===== src/rtl/spi_rx_packer_if.sv =====
// Stream bundle between spi_core rx, the packer and the rx FIFO.
// slave = packer side, master = producer/consumer side.
interface spi_rx_packer_if;
  logic        in_valid_i;
  logic        in_ready_o;
  logic [31:0] in_data_i;
  logic [1:0]  rdtb_i;
  logic        lsb_i;
  logic        out_valid_o;
  logic        out_ready_i;
  logic [31:0] out_data_o;
  logic [2:0]  out_bytes_o;

  modport slave (
    input  in_valid_i, in_data_i, rdtb_i, lsb_i, out_ready_i,
    output in_ready_o, out_valid_o, out_data_o, out_bytes_o
  );

  modport master (
    output in_valid_i, in_data_i, rdtb_i, lsb_i, out_ready_i,
    input  in_ready_o, out_valid_o, out_data_o, out_bytes_o
  );
endinterface


===== src/rtl/spi_rx_packer.sv =====
// Repacks 8/16/24/32-bit rx units into dense little-endian 32-bit words,
// with flush/idle-timeout partial words and a one-unit-per-word bypass.
module spi_rx_packer #(
  parameter int TMO_WIDTH = 8
) (
  input  logic                 clk_i,
  input  logic                 rst_i,
  input  logic                 en_i,
  input  logic                 pack_en_i,
  input  logic                 flush_i,
  input  logic [TMO_WIDTH-1:0] timeout_i,
  output logic                 busy_o,
  spi_rx_packer_if.slave       bus
);

  // Handshake: both streams transfer on a rising clk_i edge where valid and
  // ready are both high; valid never waits on ready, and a raised
  // out_valid_o holds its data and byte count until it is taken.

  logic [63:0]          acc_q, acc_d;
  logic [3:0]           acc_cnt_q, acc_cnt_d;
  logic                 out_valid_q, out_valid_d;
  logic [31:0]          out_data_q, out_data_d;
  logic [2:0]           out_bytes_q, out_bytes_d;
  logic                 flush_pend_q, flush_pend_d;
  logic [TMO_WIDTH-1:0] idle_q, idle_d;

  logic [3:0]           n_bytes;
  logic [31:0]          unit_pk, unit_bp;
  logic                 out_free, in_ready, accept, tmo_hit;
  logic [TMO_WIDTH:0]   idle_inc;

  assign n_bytes  = {2'b00, bus.rdtb_i} + 4'd1;
  assign out_free = ~out_valid_q | bus.out_ready_i;
  assign idle_inc = {1'b0, idle_q} + {{TMO_WIDTH{1'b0}}, 1'b1};

  always_comb begin
    if (pack_en_i)
      in_ready = en_i & ~flush_pend_q & ((acc_cnt_q + n_bytes) <= 4'd8);
    else
      in_ready = en_i & ~flush_pend_q & (acc_cnt_q == 4'd0) & out_free;
  end

  assign accept = bus.in_valid_i & in_ready;

  // unit_pk places the first stream byte in [7:0]; unit_bp is right-aligned.
  always_comb begin
    unit_bp = '0;
    unit_pk = '0;
    case (bus.rdtb_i)
      2'd0: begin
        unit_bp = {24'd0, bus.in_data_i[7:0]};
        unit_pk = unit_bp;
      end
      2'd1: begin
        unit_bp = {16'd0, bus.in_data_i[15:0]};
        unit_pk = bus.lsb_i ? unit_bp
                            : {16'd0, bus.in_data_i[7:0], bus.in_data_i[15:8]};
      end
      2'd2: begin
        unit_bp = {8'd0, bus.in_data_i[23:0]};
        unit_pk = bus.lsb_i ? unit_bp
                            : {8'd0, bus.in_data_i[7:0], bus.in_data_i[15:8],
                               bus.in_data_i[23:16]};
      end
      default: begin
        unit_bp = bus.in_data_i;
        unit_pk = bus.lsb_i ? unit_bp
                            : {bus.in_data_i[7:0], bus.in_data_i[15:8],
                               bus.in_data_i[23:16], bus.in_data_i[31:24]};
      end
    endcase
  end

  always_comb begin
    acc_d        = acc_q;
    acc_cnt_d    = acc_cnt_q;
    out_valid_d  = out_valid_q & ~bus.out_ready_i;
    out_data_d   = out_data_q;
    out_bytes_d  = out_bytes_q;
    idle_d       = idle_q;
    tmo_hit      = 1'b0;
    flush_pend_d = flush_pend_q;

    // Drain happens before append so a new unit lands after the leftover bytes.
    if (out_free && (acc_cnt_q >= 4'd4)) begin
      out_valid_d = 1'b1;
      out_data_d  = acc_q[31:0];
      out_bytes_d = 3'd4;
      acc_d       = {32'd0, acc_q[63:32]};
      acc_cnt_d   = acc_cnt_q - 4'd4;
    end else if (flush_pend_q && out_free && (acc_cnt_q != 4'd0)) begin
      // Bytes above acc_cnt are always zero, so the word is already padded.
      out_valid_d = 1'b1;
      out_data_d  = acc_q[31:0];
      out_bytes_d = acc_cnt_q[2:0];
      acc_d       = '0;
      acc_cnt_d   = 4'd0;
    end

    if (accept) begin
      if (pack_en_i) begin
        acc_d     = acc_d | ({32'd0, unit_pk} << {acc_cnt_d, 3'b000});
        acc_cnt_d = acc_cnt_d + n_bytes;
      end else begin
        out_valid_d = 1'b1;
        out_data_d  = unit_bp;
        out_bytes_d = n_bytes[2:0];
      end
    end

    if (accept || (acc_cnt_q == 4'd0)) begin
      idle_d = '0;
    end else if ((acc_cnt_q < 4'd4) && !flush_pend_q) begin
      idle_d  = idle_inc[TMO_WIDTH-1:0];
      tmo_hit = (timeout_i != '0) && (idle_inc >= {1'b0, timeout_i});
    end

    flush_pend_d = (flush_pend_q | flush_i | tmo_hit) & (acc_cnt_d != 4'd0);

    if (!en_i) begin
      acc_d        = '0;
      acc_cnt_d    = 4'd0;
      out_valid_d  = 1'b0;
      out_data_d   = '0;
      out_bytes_d  = 3'd0;
      idle_d       = '0;
      flush_pend_d = 1'b0;
    end
  end

  always_ff @(posedge clk_i or posedge rst_i) begin
    if (rst_i) begin
      acc_q        <= '0;
      acc_cnt_q    <= 4'd0;
      out_valid_q  <= 1'b0;
      out_data_q   <= '0;
      out_bytes_q  <= 3'd0;
      idle_q       <= '0;
      flush_pend_q <= 1'b0;
    end else begin
      acc_q        <= acc_d;
      acc_cnt_q    <= acc_cnt_d;
      out_valid_q  <= out_valid_d;
      out_data_q   <= out_data_d;
      out_bytes_q  <= out_bytes_d;
      idle_q       <= idle_d;
      flush_pend_q <= flush_pend_d;
    end
  end

  assign bus.in_ready_o  = in_ready;
  assign bus.out_valid_o = out_valid_q & en_i;
  assign bus.out_data_o  = out_data_q;
  assign bus.out_bytes_o = out_bytes_q;
  assign busy_o          = (acc_cnt_q != 4'd0) | (out_valid_q & en_i) | flush_pend_q;

endmodule


===== src/flat_wrapper.sv =====
// flat-port wrapper written by rule: the top's interface ports become plain ports
module spi_rx_packer_flat 
#(
  parameter int TMO_WIDTH = 8
)
  (clk_i, rst_i, en_i, pack_en_i, flush_i, timeout_i, busy_o, bus_in_valid_i, bus_in_data_i, bus_rdtb_i, bus_lsb_i, bus_out_ready_i, bus_in_ready_o, bus_out_valid_o, bus_out_data_o, bus_out_bytes_o);
  spi_rx_packer_if bus_i ();
  input  logic clk_i;
  input  logic rst_i;
  input  logic en_i;
  input  logic pack_en_i;
  input  logic flush_i;
  input  logic [TMO_WIDTH-1:0] timeout_i;
  output logic busy_o;
  input wire logic [$bits(bus_i.in_valid_i)-1:0] bus_in_valid_i;
  input wire logic [$bits(bus_i.in_data_i)-1:0] bus_in_data_i;
  input wire logic [$bits(bus_i.rdtb_i)-1:0] bus_rdtb_i;
  input wire logic [$bits(bus_i.lsb_i)-1:0] bus_lsb_i;
  input wire logic [$bits(bus_i.out_ready_i)-1:0] bus_out_ready_i;
  output wire logic [$bits(bus_i.in_ready_o)-1:0] bus_in_ready_o;
  output wire logic [$bits(bus_i.out_valid_o)-1:0] bus_out_valid_o;
  output wire logic [$bits(bus_i.out_data_o)-1:0] bus_out_data_o;
  output wire logic [$bits(bus_i.out_bytes_o)-1:0] bus_out_bytes_o;
  assign bus_i.in_valid_i = bus_in_valid_i;
  assign bus_i.in_data_i = bus_in_data_i;
  assign bus_i.rdtb_i = bus_rdtb_i;
  assign bus_i.lsb_i = bus_lsb_i;
  assign bus_i.out_ready_i = bus_out_ready_i;
  assign bus_in_ready_o = bus_i.in_ready_o;
  assign bus_out_valid_o = bus_i.out_valid_o;
  assign bus_out_data_o = bus_i.out_data_o;
  assign bus_out_bytes_o = bus_i.out_bytes_o;
  spi_rx_packer #(.TMO_WIDTH(TMO_WIDTH)) u_core (.clk_i(clk_i), .rst_i(rst_i), .en_i(en_i), .pack_en_i(pack_en_i), .flush_i(flush_i), .timeout_i(timeout_i), .busy_o(busy_o), .bus(bus_i));
endmodule

===== config.mk =====
export PLATFORM = sky130hd
export DESIGN_NAME = spi_rx_packer_flat
export DESIGN_NICKNAME = d
export VERILOG_FILES = /design/src/rtl/spi_rx_packer_if.sv /design/src/rtl/spi_rx_packer.sv /design/src/flat_wrapper.sv
export SDC_FILE = /design/constraint.sdc
export NUM_CORES = 1
export LEC_CHECK = 0
export CORE_MARGIN = 5
export CORE_UTILIZATION = 30
export DETAILED_ROUTE_END_ITERATION = 10
export GPL_ROUTABILITY_DRIVEN = 1
export PLACE_DENSITY_LB_ADDON = 0.1
export SLEW_MARGIN = 40
export SYNTH_ARGS = -nofsm -noshare
export SYNTH_HDL_FRONTEND = slang
export SYNTH_SLANG_ARGS = --single-unit

===== constraint.sdc =====
create_clock -name clk_i -period 6.1 [get_ports clk_i]
set_input_delay 0.61 -clock clk_i [delete_from_list [all_inputs] [get_ports clk_i]]
set_output_delay 0.61 -clock clk_i [all_outputs]
set_load 0.05 [all_outputs]

# Word-level counts from Yosys, hierarchy flattened
# Index checks and enable logic that the tools add are counted.
[word_totals] reg_bits=113 input_bits=50 out_inout_bits=38 word_cells=86
[classes] n_addsub=5 magnitude_cmp=4 eq_ne=3 shift=1 n_mux=37 bitwise=17 reduce_logical=12
[op_table] cell="$mux 64" count=5
[op_table] cell="$mux 32" count=6
[op_table] cell="$pmux 32 s3" count=2
[op_table] cell="$or 64x64->64" count=1
[op_table] cell="$shl 32x7->64" count=1
[op_table] cell="$mux 24" count=1
[op_table] cell="$mux 8" count=3
[op_table] cell="$mux 4" count=5
[op_table] cell="$mux 16" count=1
[op_table] cell="$mux 3" count=5
[op_table] cell="$add 8x1->9 const B" count=1
[op_table] cell="$ge 9x8->1" count=1
[op_table] cell="$mux 1" count=9
[op_table] cell="$add 4x4->4" count=2
[op_table] cell="$and 1x1->1" count=8
[op_table] cell="$reduce_bool 4->1" count=2
[op_table] cell="$reduce_bool 8->1" count=1
[op_table] cell="$logic_and 1x1->1" count=5
[op_table] cell="$or 1x1->1" count=5
[op_table] cell="$ge 4x3->1 const B" count=1
[op_table] cell="$le 4x4->1 const B" count=1
[op_table] cell="$logic_not 4->1" count=1
[op_table] cell="$lt 4x3->1 const B" count=1
[op_table] cell="$sub 4x3->4 const B" count=1
[op_table] cell="other kinds (8)" count=10

# Logic depth before layout (Yosys ltp)
# Gate-level depths: netlist of run 1.
[logic_depth] word_depth=12 depth_mapped=12

# Worst setup path after synthesis of run 1
# No wires, ideal clock.
[synth_path] kind="input to output" start="input port bus_rdtb_i[1]" end="output port bus_in_ready_o" arrival_time_ps=4595 t_required_ps=5490 setup_slack_ps=895 cell_stages=8 n_path_buf=1 cell_sequence="clkbuf_1 -> inv_1 -> ha_1 -> fa_1 -> xor2_1 -> nor3_1 -> nor3_1 -> a2111oi_0"
[synth_between] elab_chain_len=5
[synth_rtl] item="from (decl)" line="flat_wrapper.sv:17" rtl="input wire logic [$bits(bus_i.rdtb_i)-1:0] bus_rdtb_i;"
[synth_rtl] item="$add 2x1->3" line="spi_rx_packer.sv:33" rtl="assign n_bytes = {2'b00, bus.rdtb_i} + 4'd1;"
[synth_rtl] item="$add 4x4->4" line="spi_rx_packer.sv:39" rtl="in_ready = en_i & ~flush_pend_q & ((acc_cnt_q + n_bytes) <= 4'd8);"
[synth_rtl] item="$le 4x4->1" line="spi_rx_packer.sv:39"
[synth_rtl] item="$and 1x1->1" line="spi_rx_packer.sv:39"
[synth_rtl] item="$mux 1" line="spi_rx_packer.sv:38" rtl="if (pack_en_i)"
[synth_rtl] item="to (decl)" line="flat_wrapper.sv:20" rtl="output wire logic [$bits(bus_i.in_ready_o)-1:0] bus_in_ready_o;"
# No other way between the ends.

# Final worst setup path of run 1
# Same ends and word-level chain as after synthesis.

==> metrics, run 1 <==
Setup Fix Bufs, Post-CTS 0; CTS tree yes; clock tree buffer depth 2; grt ovf 0; Synth Flop Type dfrtp_1; Pint 1.90 mW; Yosys top cell area share 38.0%; Final Hold Viols 0; antenna cell count 0; Worst-Margin Slew 799 ps; worst setup margin 1360 ps; commonest non-fill, non-tap cell in the layout nand2_1; DR WL met2 13.0 mm; total track usage 19.8%; Final Cycle Share 77.7%; Via density 5.77; DRT antenna net count 0; LEAKAGE 3.70 nW; Die Area 28100 sq um; clock-pin slew on the worst setup and hold paths 50 ps; vias 6904; first-pass GRT wire length 43.3 mm; FFs w/ async S/R, synth 100%; Post-Synthesis Cells 810; initial DRC count 650; synthesized area 7450 sq um; top cells by area, synth dfrtp_1 (38%), a311oi_2 (6.2%), nand2_1 (5.8%); Setup violations, final 0; combinational fraction of design power 45.1%; I/O Buffers 87; Hold WC Path Type reg -> reg; Clock Latency Late Sink 430 ps; die width 168 um; critical path arrival 4130 ps; RSZ-0062 raised after global routing no; GP Congestion 0.850; placed instance area 8520 sq um; 1st-pass router iterations 7; core area 24400 sq um; Syn Nets 883; Sink Count 113; final core occ 37.3%; Seq/Total Area, Yosys 38.0%; design area 9100 sq um; CP max FO 10; DP Worst Slack 1360 ps; row cnt 57; # H-tree levels 4; mean post-synth cell area 9.20 sq um; drt drc 0; leading cell types in the layout, fill and taps excluded nand2_1 (115), dfrtp_1 (113), clkdlybuf4s50_1 (86); vias in the first global route 7072; clock power share 28.4%; largest net degree at the start of global routing 65; Worst Clk Skew 11.9 ps; minimum clock period 4740 ps; post-cts repair resize count 0; layout cells sized above 1 11.7%; area delta synth->final 22.1%; Req. time, crit path 5490 ps; synthesized flop and latch total 113; total CTS buffers 17; # nets final 933; Hold Buf Count CTS 0; Synth area leader dfrtp_1; final hold slack 499 ps; part of the power in registers 26.6%; top routing layer used met4; Fin Setup TNS 0 ps; EDFF count, synth 0; CP startpoint kind input pin; WS Path Type in -> out; clk root buf clkbuf_16; Unique masters post-synth 63; initial antenna violation count 0; maximum VDD drop 476 uV; final wirelength 27.9 mm; Power Density 382 nW/um^2; I/O Pins 88; Final HPWL DP 19.8 mm; status complete, no violations; f_max 211 MHz; Slew HR 46.6%; Max Slew Vio Count 0; initial core utilization 30.5%; WL met3 1.13 mm; switch share 45.3%; Die H 168 um; number of max-cap violations 0; net switching power 1.58 mW; Worst Setup End Kind output pin; M1 WL 12.9 mm; WL per Instance 23.3 um; yosys warns 0
[kinds of logic (layout without fill, tap and decap cells)]
logic type / after synthesis / count (layout) / share of synthesized area, %
DFF: 113 / 113 / 38.0
and+or+nand+nor: 242 / 242 / 14.4
xor gates and xnor gates: 17 / 17 / 2.00
adders and majority gates: 23 / 23 / 4.06
AOI/OAI and AO/OA: 278 / 278 / 30.6
muxes: 33 / 33 / 4.58
buffers and inverters: 104 / 167 / 6.41
[sequential cells by signal (all words and copies together) (netlist names)]
register / cells
u_core.bus.out_data_o: 32
u_core.acc_cnt_q: 4
u_core.out_valid_q: 1
u_core.idle_q: 8
u_core.flush_pend_q: 1
u_core.bus.out_bytes_o: 3
u_core.acc_q: 64
[synth_stat cells, drive strengths merged (5+ instances only)]
| cell | number |
|---|---|
| or3 | 9 |
| o211ai | 8 |
| nor3 | 15 |
| nor2b | 11 |
| a211oi | 6 |
| a22o | 9 |
| a221o | 14 |
| o221a | 7 |
| a21oi | 49 |
| nor4 | 5 |
| o2bb2ai | 10 |
| inv | 35 |
| nor2 | 53 |
| ha | 21 |
| nand2 | 115 |
| dfrtp | 113 |
| mux2 | 9 |
| o22ai | 17 |
| mux2i | 24 |
| buf | 32 |
| nand2b | 5 |
| a311oi | 32 |
| a221oi | 12 |
| a222oi | 7 |
| xor2 | 6 |
| nand3 | 16 |
| o21ai | 39 |
| xnor2 | 11 |
| a32o | 15 |
| a22oi | 37 |
| clkbuf | 37 |
[power groups by stage]
stage / clock [mW] / sequential (mW) / combinational [mW]
detailed placement: 0 / 0.935 / 1.57
floorplan: 0 / 1.04 / 0.931
finish: 0.986 / 0.924 / 1.57
global placement: 0 / 0.935 / 1.52
CTS: 1.01 / 0.924 / 1.57
global route: 1.04 / 0.935 / 1.68
[metrics by stage]
step | power, mW | cells
2_1_floorplan | 1.97 | 810
3_3_place_gp | 2.45 | 1164
3_5_place_dp | 2.50 | 1165
4_1_cts | 3.50 | 1197
5_1_grt | 3.66 | 1197
6_report | 3.48 | 1197
[final cells by class]
| class | count | area (sq um) |
|---|---|---|
| inverters | 35 | 136 |
| well taps | 324 | 405 |
| repair buffers | 100 | 990 |
| clock inverters | 14 | 141 |
| flip-flops and latches | 113 | 2830 |
| fillers | 2519 | 15300 |
| clock buffers | 18 | 429 |
| multi-input cells | 593 | 4170 |
[critical path, stage by stage]
cell	delay [ps]
clkdlybuf4s50_1	740
inv_1	120
ha_1	400
fa_1	420
xor2_1	150
nor3_1	250
nor3_1	100
a2111oi_0	440
clkdlybuf4s50_1	890
[routing by layer]
metal / vias to the layer above / GRT usage (%)
met5: - / 0
met4: 0 / 7.55
met3: 45 / 2.85
met2: 218 / 31.1
met1: 3488 / 27.5
li1: 3153 / -
[path summary, 6_finish.rpt]
check                                               from  cells after the start                             endpoint  slack, ps
min in group asynchronous                          rst_i                      2  u_core.bus.out_data_o[17]$_DFF_PP0_        660
setup reg to reg           u_core.acc_cnt_q[2]$_DFF_PP0_                      8           u_core.acc_q[51]$_DFF_PP0_       2160
hold reg to reg               u_core.acc_q[59]$_DFF_PP0_                      1           u_core.acc_q[59]$_DFF_PP0_        500
hold / removal                u_core.acc_q[59]$_DFF_PP0_                      1           u_core.acc_q[59]$_DFF_PP0_        500
max in group asynchronous                          rst_i                      3           u_core.acc_q[25]$_DFF_PP0_       4260
setup / recovery                           bus_rdtb_i[1]                      9                       bus_in_ready_o       1360
No activity file was read; power rests on OpenSTA's default activity.
==> inputs of run 2 (changes only) <==
==> constraint.sdc (replaced) <==
create_clock -name clk_i -period 4.65 [get_ports clk_i]
set_input_delay 0.465 -clock clk_i [delete_from_list [all_inputs] [get_ports clk_i]]
set_output_delay 0.465 -clock clk_i [all_outputs]
set_load 0.05 [all_outputs]
==> metrics, run 2 (synthesis gave the netlist of run 1 again) <==
placed instance area 8540 sq um; area delta synth->final 24.2%; # nets final 940; die width 168 um; first-pass GRT wire length 42.5 mm; layout cells sized above 1 12.4%; placed insts 1171; largest register by flop count u_core.acc_q; CTS tree yes; minimum clock period 3810 ps; clock tree buffer depth 2; final core occ 38.0%; largest net degree at the start of global routing 61; 1st-pass router iterations 6; commonest non-fill, non-tap cell in the layout nand2_1; Final HPWL DP 19.7 mm; design area 9260 sq um; f_max 262 MHz; CP startpoint kind input pin; initial antenna violation count 0; row cnt 57; Setup Fix Bufs, Post-CTS 0; drt drc 0; RSZ-0062 raised after global routing no; Final Hold Viols 0; Req. time, crit path 4180 ps; Reg-to-Reg Start u_core.acc_cnt_q[2]$_DFF_PP0_; Setup violations, final 0; core area 24400 sq um; initial core utilization 30.5%; Final Cycle Share 82.0%; Sink Count 113; I/O Pins 88; Worst-Margin Slew 778 ps; vias 6905; Slew HR 47.9%; Layout Cells excl Fill 1204; max reg flops 64; post-cts repair resize count 0; maximum VDD drop 591 uV; FF-to-FF setup slack 1240 ps; status complete, no violations; WS Path Type in -> out; final hold slack 466 ps; DRT antenna net count 0; Fin Setup TNS 0 ps; grt ovf 0; WL per Instance 22.9 um; LEAKAGE 3.80 nW; Power Density 520 nW/um^2; worst setup margin 839 ps; Worst Setup End Kind output pin; Reg2Reg Capture Point u_core.acc_q[55]$_DFF_PP0_; vias in the first global route 7040; # fillers 2490; Via density 5.74; antenna cell count 0; CP max FO 5; Clock Latency Late Sink 420 ps; Max Slew Vio Count 0; I/O Buffers 87; Die Area 28100 sq um; clk root buf clkbuf_16; total CTS buffers 17; total track usage 19.3%; number of max-cap violations 0; leading cell types in the layout, fill and taps excluded nand2_1 (115), dfrtp_1 (113), clkdlybuf4s50_1 (85); DP Worst Slack 732 ps; GP Congestion 0.822; Pwr Total 4.82 mW; clock-pin slew on the worst setup and hold paths 60 ps; final wirelength 27.6 mm; Hold Buf Count CTS 0; Worst Clk Skew 11.0 ps; initial DRC count 652; # H-tree levels 4; Die H 168 um; Hold WC Path Type in -> async; Reg2Reg Depth 10; critical path arrival 3350 ps
-- run 2: cell types whose count changed in the layout (fill, tap and decap cells not counted), moves of 2 or more --
cell and change:
clkbuf_8 +4, nor2_2 +2, clkinvlp_4 -4, clkinv_2 -3, buf_12 +2, clkinv_4 -2, buf_4 +9, bufinv_16 +4
-- run 2: worst max-delay path, stage by stage --
cell,delay [ps]
clkdlybuf4s50_1,560
inv_1,140
ha_1,420
fa_1,410
xor2_1,150
nor3_1,240
nor3_1,110
a2111oi_1,640
buf_12,220
-- run 2: layer usage --
| layer | up-vias | part of all wire [%] | global-route usage (%) |
|---|---|---|---|
| met2 | 246 | 47 | 30.6 |
| met1 | 3469 | 45 | 26.8 |
| met5 | - | 0 | 0 |
| li1 | 3150 | - | - |
| met3 | 40 | 5.5 | 2.88 |
| met4 | 0 | 2.4 | 6.81 |
-- run 2: worst max-delay path by stage --
stage               cells after the start     startpoint                         end  slack [ps]
detailed placement                     11  bus_rdtb_i[0]  u_core.acc_q[41]$_DFF_PP0_         730
CTS                                     9  bus_rdtb_i[0]              bus_in_ready_o         820
global route                            9  bus_rdtb_i[0]              bus_in_ready_o         590
finish                                  9  bus_rdtb_i[0]              bus_in_ready_o         840
floorplan                               8  bus_rdtb_i[1]              bus_in_ready_o         390
global placement                        9  bus_rdtb_i[0]              bus_in_ready_o         900
-- run 2: area by class of cell --
type	count	area, sq um	area share, %
inverters	35	134	1.45
flip-flops and latches	113	2830	30.5
well taps	324	405	4.38
multi-input cells	593	4160	45.0
clock buffers	23	488	5.27
repair buffers	107	1040	11.2
clock inverters	9	199	2.15
-- run 2: power by group --
part | switching (mW) | leakage, nW | internal, mW
Combinational | 1.45 | 1.90 | 0.601
Clock | 0.493 | 0.338 | 1.06
Sequential | 0.103 | 1.56 | 1.11
==> inputs of run 3 (changes only) <==
==> constraint.sdc (replaced) <==
create_clock -name clk_i -period 4 [get_ports clk_i]
set_input_delay 0.4 -clock clk_i [delete_from_list [all_inputs] [get_ports clk_i]]
set_output_delay 0.4 -clock clk_i [all_outputs]
set_load 0.05 [all_outputs]
==> metrics, run 3 (synthesis gave the netlist of run 1 again) <==
post-cts repair resize count 0; largest net degree at the start of global routing 58; LEAKAGE 3.82 nW; placed instance area 8620 sq um; core area 24400 sq um; die width 168 um; Hold Buf Count CTS 0; commonest non-fill, non-tap cell in the layout nand2_1; Reg2Reg Capture Point u_core.flush_pend_q$_DFF_PP0_; Sink Count 113; status complete, no violations; critical path arrival 3160 ps; initial DRC count 603; grt ovf 0; WL per Instance 22.3 um; total track usage 19.2%; FF-to-FF setup slack 780 ps; Setup Fix Bufs, Post-CTS 0; Final Hold Viols 0; Clock Latency Late Sink 420 ps; initial antenna violation count 1; # nets final 947; Max Slew Vio Count 0; RSZ-0062 raised after global routing no; clk root buf clkbuf_16; CP peak stage delay 560 ps; Setup violations, final 0; area delta synth->final 24.5%; Fin Setup TNS 0 ps; largest register by flop count u_core.acc_q; sequence of cells on the critical path clkdlybuf4s50_1 -> inv_1 -> ha_1 -> fa_1 -> xor2_1 -> nor3_1 -> nor3_1 -> a2111oi_2 -> buf_12; CP max FO 5; WS Path Type in -> out; cell mode on critical path nor3_1; Worst Setup End Kind output pin; DRT antenna net count 0; CP startpoint kind input pin; initial core utilization 30.5%; number of max-cap violations 0; Worst-Margin Slew 822 ps; I/O Pins 88; antenna cell count 0; delay-heaviest family, CP buffers and inverters; f_max 281 MHz; Req. time, crit path 3600 ps; Via density 5.73; Worst Clk Skew 12.0 ps; clock tree buffer depth 2; Final HPWL DP 19.7 mm; Hold WC Path Type in -> async; clock-pin slew on the worst setup and hold paths 60 ps; minimum clock period 3560 ps; Reg-to-Reg Start u_core.acc_cnt_q[3]$_DFF_PP0_; vias in the first global route 7057; WP buf/inv 3; GP Congestion 0.899; layout cells sized above 1 13.0%; design area 9280 sq um; final core occ 38.0%; # H-tree levels 4; final wirelength 27.1 mm; vias 6934; row cnt 57; Die Area 28100 sq um; worst-path cell with the longest stage delay clkdlybuf4s50_1; Slew HR 45.2%; CP Launch Point bus_rdtb_i[0]; CTS tree yes; Reg2Reg Depth 11; Power Density 595 nW/um^2; Die H 168 um; total CTS buffers 17; first-pass GRT wire length 42.1 mm; I/O Buffers 87; max reg flops 64; maximum VDD drop 555 uV; 1st-pass router iterations 7; leading cell types in the layout, fill and taps excluded nand2_1 (115), dfrtp_1 (113), clkdlybuf4s50_1 (85); Final Cycle Share 89.0%; drt drc 0
run 3: final cells by class:
class | count | area (sq um)
Fill cell | 2460 | 15100
Timing Repair Buffer | 114 | 1090
Tap cell | 324 | 405
Clock buffer | 22 | 474
Multi-Input combinational cell | 593 | 4160
Inverter | 35 | 136
Sequential cell | 113 | 2830
Clock inverter | 10 | 180
run 3: layer usage:
metal,vias to the layer above,global-route usage (%),part of all wire (%)
met3,27,4.17,6.7
met2,247,31.3,48
met1,3483,25.8,44
met5,-,0,0.026
met4,2,5.08,1.2
li1,3175,-,-
run 3: worst max-delay path by stage:
stage,to,depth (start not counted),slack (ps)
detailed placement,u_core.acc_q[40]$_DFF_PP0_,11,190
global placement,u_core.acc_q[46]$_DFF_PP0_,11,290
finish,bus_in_ready_o,9,440
CTS,bus_in_ready_o,9,420
floorplan,bus_in_ready_o,8,550
global route,bus_in_ready_o,9,330
run 3: metrics by stage:
stage	std cells	hold WS [ps]	setup WS (ps)	total power [mW]
6_report	1211	422	441	5.52
5_1_grt	1211	475	335	5.81
4_1_cts	1211	492	422	5.56
3_5_place_dp	1179	479	190	3.83
3_3_place_gp	1179	474	295	3.81
2_1_floorplan	810	450	547	3.01
run 3: power breakdown:
| group | leakage [nW] | internal (mW) | switching [mW] |
|---|---|---|---|
| logic | 1.94 | 0.729 | 1.67 |
| clock network | 0.316 | 1.15 | 0.560 |
| registers | 1.56 | 1.29 | 0.120 |
| total | 3.82 | 3.17 | 2.35 |
run 3: worst register-to-register path, stage by stage, from the launching register on:
cell      delay [ps]
dfrtp_1          380
inv_1            170
ha_1             320
nand2_1          170
o21ai_2          160
buf_4            370
inv_2            190
ha_1             260
fa_1             440
xor2_1           180
nor4_1           290
a211oi_1         160
